===== src/rtl/matmul_seq_mac.sv =====
// Sequential integer matrix multiplier Z = A*B (or C + A*B) using one MAC.
// Operands come from external one-cycle-latency RAMs; each Z element leaves over a stb/ack handshake.
module matmul_seq_mac #(
    parameter int M      = 4,
    parameter int K      = 4,
    parameter int N      = 4,
    parameter int DW     = 16,
    parameter int SIGNED = 1,
    parameter int ZW     = 2 * DW + $clog2(K) + 1,
    parameter int IW     = (M > 1) ? $clog2(M) : 1,
    parameter int KW     = (K > 1) ? $clog2(K) : 1,
    parameter int JW     = (N > 1) ? $clog2(N) : 1
) (
    input  logic          clk,
    input  logic          rst,
    input  logic          start,
    input  logic          acc_mode,
    output logic [IW-1:0] a_row,
    output logic [KW-1:0] a_col,
    input  logic [DW-1:0] a_in,
    output logic [KW-1:0] b_row,
    output logic [JW-1:0] b_col,
    input  logic [DW-1:0] b_in,
    input  logic [ZW-1:0] c_in,
    output logic [IW-1:0] z_i,
    output logic [JW-1:0] z_j,
    output logic [ZW-1:0] z_out,
    output logic          z_stb,
    input  logic          z_ack,
    output logic          busy,
    output logic          done
);

    typedef enum logic [1:0] {
        IDLE = 2'd0,
        LOAD = 2'd1,
        MAC  = 2'd2,
        OUT  = 2'd3
    } state_t;

    localparam logic [KW-1:0] K_LAST = KW'(K - 1);
    localparam logic [IW-1:0] I_LAST = IW'(M - 1);
    localparam logic [JW-1:0] J_LAST = JW'(N - 1);

    state_t        state_r;
    logic [IW-1:0] i_r;
    logic [JW-1:0] j_r;
    logic [KW-1:0] k_r;
    logic [KW-1:0] mac_cnt_r;
    logic [ZW-1:0] acc_r;
    logic          acc_mode_r;

    logic [ZW-1:0] product_s;
    logic [ZW-1:0] base_s;
    logic [ZW-1:0] sum_s;
    logic [KW-1:0] k_next_s;

    function automatic logic [ZW-1:0] extend(input logic [DW-1:0] v);
        if (SIGNED != 0) begin
            extend = {{(ZW - DW){v[DW-1]}}, v};
        end else begin
            extend = {{(ZW - DW){1'b0}}, v};
        end
    endfunction

    assign a_row = i_r;
    assign z_i   = i_r;
    assign a_col = k_r;
    assign b_row = k_r;
    assign b_col = j_r;
    assign z_j   = j_r;

    assign product_s = extend(a_in) * extend(b_in);

    // Accumulator input: first dot-product term seeds from C or zero.
    always_comb begin
        base_s = acc_r;
        if (mac_cnt_r == '0) begin
            if (acc_mode_r) begin
                base_s = c_in;
            end else begin
                base_s = '0;
            end
        end else begin
            base_s = acc_r;
        end
        sum_s = base_s + product_s;
    end

    // Inner index advances one per cycle and saturates at K-1.
    always_comb begin
        if (k_r == K_LAST) begin
            k_next_s = k_r;
        end else begin
            k_next_s = k_r + KW'(1);
        end
    end

    // Control FSM with registered outputs.
    always_ff @(posedge clk) begin
        if (rst) begin
            state_r    <= IDLE;
            i_r        <= '0;
            j_r        <= '0;
            k_r        <= '0;
            mac_cnt_r  <= '0;
            acc_r      <= '0;
            acc_mode_r <= 1'b0;
            z_out      <= '0;
            z_stb      <= 1'b0;
            busy       <= 1'b0;
            done       <= 1'b0;
        end else begin
            done <= 1'b0;
            case (state_r)
                IDLE: begin
                    if (start) begin
                        i_r        <= '0;
                        j_r        <= '0;
                        k_r        <= '0;
                        acc_mode_r <= acc_mode;
                        busy       <= 1'b1;
                        state_r    <= LOAD;
                    end
                end
                LOAD: begin
                    k_r       <= k_next_s;
                    mac_cnt_r <= '0;
                    state_r   <= MAC;
                end
                MAC: begin
                    k_r       <= k_next_s;
                    mac_cnt_r <= mac_cnt_r + KW'(1);
                    acc_r     <= sum_s;
                    if (mac_cnt_r == K_LAST) begin
                        z_out   <= sum_s;
                        z_stb   <= 1'b1;
                        state_r <= OUT;
                    end
                end
                OUT: begin
                    if (z_ack) begin
                        z_stb <= 1'b0;
                        k_r   <= '0;
                        if ((i_r == I_LAST) && (j_r == J_LAST)) begin
                            done    <= 1'b1;
                            busy    <= 1'b0;
                            state_r <= IDLE;
                        end else begin
                            if (j_r == J_LAST) begin
                                j_r <= '0;
                                i_r <= i_r + IW'(1);
                            end else begin
                                j_r <= j_r + JW'(1);
                            end
                            state_r <= LOAD;
                        end
                    end
                end
                default: begin
                    state_r <= IDLE;
                end
            endcase
        end
    end

endmodule


===== config.mk =====
export PLATFORM = sky130hd
export DESIGN_NAME = matmul_seq_mac
export DESIGN_NICKNAME = d
export VERILOG_FILES = /design/src/rtl/matmul_seq_mac.sv
export SDC_FILE = /design/constraint.sdc
export NUM_CORES = 1
export LEC_CHECK = 0
export BUFFER_PORTS_ARGS = -buffer_cell sky130_fd_sc_hd__buf_2
export CORE_MARGIN = 4
export CORE_UTILIZATION = 53
export DETAILED_ROUTE_END_ITERATION = 8
export PLACE_DENSITY = 0.72
export SLEW_MARGIN = 10
export SYNTH_ARGS = -nofsm -noshare
export SYNTH_HDL_FRONTEND = slang
export SYNTH_SLANG_ARGS = --single-unit

===== constraint.sdc =====
create_clock -name clk -period 8.8 [get_ports clk]
set_input_delay 0.88 -clock clk [delete_from_list [all_inputs] [get_ports clk]]
set_output_delay 0.88 -clock clk [all_outputs]
set_load 0.005 [all_outputs]

# After elaboration in Yosys (flattened, before gate mapping)
# Index checks and enable logic that the tools add are counted.
# W data, S select, Z words.
[word_totals] reg_bits=84 in_bits=72 out_inout_bits=50
[classes] add_sub_neg=5 multipliers=1 eq_ne=14 n_mux=28 bitwise_logic=2 reduce_logical=16
[ops] op="$mux W35" n=2
[ops] op="$add A35 B35 Y35" n=1
[ops] op="$mul A16 B16 Y32" n=1
[ops] op="$mux W2" n=12
[ops] op="$ne A2 B2 Y1 const B" n=7
[ops] op="$eq A2 B2 Y1 const B" n=6
[ops] op="$pmux W2 S2" n=3
[ops] op="$reduce_and A3 Y1" n=3
[ops] op="$add A2 B1 Y2 const B" n=4
[ops] op="$pmux W2 S4" n=1
[ops] op="$reduce_and A4 Y1" n=2
[ops] op="$mux W1" n=7
[ops] op="$pmux W2 S3" n=1
[ops] op="$reduce_bool A2 Y1" n=3
[ops] op="$reduce_and A5 Y1" n=1
[ops] op="$logic_not A2 Y1" n=2
[ops] op="$pmux W1 S2" n=2
[ops] op="$reduce_and A2 Y1" n=2
[ops] op="$reduce_or A3 Y1" n=1
[ops] op="$eq A2 B1 Y1 const B" n=1
[ops] op="$not A1 Y1" n=2
[ops] op="$reduce_or A2 Y1" n=1
[ops] op="$logic_and A1 B1 Y1" n=1

# Logic depth before layout (Yosys ltp)
[logic_depth] ltp_word=5 depth_mapped=34 ltp_nobuf=33

# Worst setup path after synthesis
# No wires, ideal clock.
[synth_path] path_type="input port to flip-flop" from="input b_in[1]" to="register acc_r[33]" arrival_ps=8170 required_ps=8663 slack_ps=493 cell_stages=31 path_cell_list="clkbuf_1 > nand2_1 > fa_1 > fa_1 > fa_1 > fa_1 > inv_1 > fa_1 > inv_1 > fa_1 > inv_1 > ha_1 > a21o_1 > a21o_1 > a21oi_1 > nand3_1 > a21boi_0 > o21ai_0 > o41a_1 > xnor2_1 > ha_1 > a21oi_1 > o211ai_1 > a21o_1 > a221oi_1 > a31oi_1 > a221o_1 > nand2_1 > a21oi_2 > mux2i_1 > o311ai_1"
[synth_via] elab_chain_len=2
[synth_rtl] item="start, declared" line="23" text="input logic [DW-1:0] b_in,"
[synth_rtl] item="$mul A16 B16 Y32" line="73" text="assign product_s = extend(a_in) * extend(b_in);"
[synth_rtl] item="$add A35 B35 Y35" line="87" text="sum_s = base_s + product_s;"
[synth_rtl] item="end signal, assigned" line="134" text="acc_r <= sum_s;"
[synth_rtl] item="end, declared" line="50" text="logic [ZW-1:0] acc_r;"
# No other way between the ends.
# A chain may end at the register's enable or synchronous reset.

# Final worst setup path
[layout_path] from="input b_in[4]" to="register acc_r[33]"
# Same word-level chain as after synthesis.

==> out/qor.yml <==
status:
  status: "finished, final reports clean"
timing:
  max_freq_ghz: 0.120
  finalSetupViolCount: 0
  fin_tns_setup_ns: 0
  finalCritPeriodShare: 0.948
  fin_crit_ns: 8.34
  slew_headroom: 0.443
  fin_skew_ns: 0.00707
  maxSlewViolCount: 0
  worst_pin_slew_ns: 0.835
  rsz0062_at_grt: "no"
  finalHoldViolCount: 0
final_layout:
  area_growth_pct: 9.04
  ff_latch_area_um2: 1680
  nFillCells: 2515
  drive_gt1_frac: 0.102
  final_core_util: 0.593
  fin_nets: 2362
  multi_input_area_um2: 12000
  diodes: 0
worst_setup_path:
  slowest_stage: "fa_1"
  path_class: "input pin to flip-flop"
  r2r_end: "acc_r[26]"
  r2r_slack_ns: 3.86
  critPathCapture: "acc_r[33]"
  cp_common_cell: "fa_1"
  crit_path_start_kind: "input pin"
  r2r-start: "mac_cnt_r[0]"
  path_delay_family: "adder cells"
  crit_cells: 33
  cp.arrival_ns: 8.54
  end_kind: "flip-flop"
  reg2regPathDepth: 19
  cp_max_fo: 16
  critPathBufInv: 5
  cp_data_required_time_ns: 8.99
  crit_path_start: "b_in[4]"
  critical-path-max-stage-delay_ns: 0.53
yosys:
  ys_ff_latch: 84
  ys_top_cells_by_area: "fa_1 (34%), dfxtp_1 (11%), ha_1 (10%)"
  netlist_area_um2: 15300
  yosys_warnings: 0
  synthTopCellsByCount: "inv_1 (353), fa_1 (263), nand2_1 (243)"
  synthMostInstantiatedCell: "inv_1"
  synth_nets: 2271
  ys_seq_area_frac: 0.110
  synth.largest_area_cell: "fa_1"
  synth_edf_count: 0
  syn-instance-count: 1812
  synth_top_area_frac: 0.344
  synth_ff_type: "dfxtp_1"
  ys_types: 74
  synth_area_per_cell_um2: 8.45
  ys_async_sr_fraction: 0
global_route:
  antenna_found_initial: 0
  grt_first_pass_wirelength_um: 63800
  grt_pass1_vias: 13000
  grt.total_usage: 0.247
  grt_max_degree: 80
  grt.overflow.total: 0
floorplanning:
  coreArea_um2: 28200
  start_util: 0.543
  die_w_um: 178
  die_area_um2: 31700
  ioPinCount: 122
  die_h_um: 178
  num_rows: 61
cts:
  cts_setup_buffers: 0
  cts_buffers: 9
  cts_buffer_depth: 2
  postCtsHoldBufs: 0
  htree_levels: 3
  clock-root-buffer: "clkbuf_16"
  cts.clk_slew.worst_paths_ns: 0.06
  clkLatencyLatePin_ns: 0.34
  cts.sinks: 84
  cts_tree: "done"
detailed_routing:
  avgViaCountPerCell: 5.37
  wire_per_inst_um: 16.4
  via_count: 12300
  drc: 0
  wirelength_um: 37400
  antenna_left: 0
  first_pass_iters: 5
  drtIter0Drc: 703
flow_run:
  max_cap_viol_count: 0
placement:
  gp_congestion: 0.898
  numPortBuffers: 121
  dp_hpwl_um: 31300
hold_path:
  hold_class: "flip-flop to flip-flop"
==> kinds of logic (layout without fill, tap and decap cells) <==
kind of cell    after synthesis  in the layout  synth area share
buf+inv                     426            522             0.106
flops                        84             84             0.110
mux                          27             27            0.0181
fa+ha+maj                   387            387             0.445
compound gates              281            281             0.120
xor+xnor                     61             61            0.0349
simple gates                546            546             0.166
==> tightest hold or removal path, cell delays in order, from the launching register on <==
cell	delay, ns
dfxtp_1	0.31
nand2_1	0.05
a21oi_1	0.05
==> state kept, by name, indices dropped and copies added, names as in the netlist, 2 cells and up <==
register	count
a_col	2
a_row	2
mac_cnt_r	2
state_r	2
b_col	2
z_out	35
acc_r	35
==> worst min path at each step <==
stage | from | cells after the start | slack, ns | to
floorplan | acc_r[14] | 2 | 0.44 | acc_r[14]
detailed placement | z_out[3] | 2 | 0.45 | z_out[3]
global placement | z_out[3] | 2 | 0.44 | z_out[3]
finish | z_out[3] | 2 | 0.45 | z_out[3]
CTS | z_out[3] | 2 | 0.46 | z_out[3]
global route | z_out[11] | 2 | 0.48 | z_out[11]
==> layout make-up <==
cell class                      instances  area share
Multi-Input combinational cell       1302       0.721
Sequential cell                        84       0.101
Inverter                              354      0.0796
Timing Repair Buffer                  152      0.0508
Tap cell                              378      0.0283
Clock buffer                           11      0.0145
Clock inverter                          5     0.00502
==> placed cells by master, fill, tap and decap left out, types with 5 or more instances in the layout <==
master | synthesis | layout
xnor2_1 | 50 | 50
inv_1 | 353 | 353
nor2_1 | 98 | 97
a211oi_1 | 19 | 19
a21oi_1 | 68 | 68
nor3_1 | 11 | 10
o21bai_1 | 9 | 9
and3_1 | 6 | 6
buf_4 | 6 | 31
mux2i_1 | 24 | 24
nand3_1 | 27 | 27
nor2b_1 | 6 | 6
ha_1 | 124 | 123
o22ai_1 | 5 | 5
nand2_1 | 243 | 243
fa_1 | 263 | 263
nand2b_1 | 13 | 13
xor2_1 | 11 | 11
dfxtp_1 | 84 | 84
o21ai_0 | 77 | 76
o21a_1 | 14 | 14
a22oi_1 | 5 | 5
a21o_1 | 28 | 28
clkbuf_16 | 0 | 9
and2_1 | 128 | 128
buf_2 | 0 | 117
==> routing by layer <==
metal	global-route usage	share of wire	vias to the layer above
met5	0	0	-
met4	0.0422	0.016	0
met3	0.0364	0.065	46
met2	0.399	0.46	419
met1	0.360	0.46	5982
li1	-	-	5823
==> metrics by stage <==
stage               hold WS (ns)  setup slack (ns)  cell area [um2]  cells
floorplan                  0.441             0.493            15300   1812
global placement           0.441             0.136            16300   2270
detailed placement         0.447            0.0340            16300   2270
CTS                        0.456             0.344            16700   2286
global route               0.483            0.0124            16700   2286
finish                     0.451             0.457            16700   2286
==> timing repair <==
| item | CTS | global route |
|---|---|---|
| endpoints found under the hold margin | 0 | 0 |
| gates resized for setup | 0 | 10 |
| endpoints found under the setup margin | 0 | 6 |
Power is left out: the tool's default activity adds up to more than one toggle a clock period on the data nets, which glitch-free logic cannot reach.
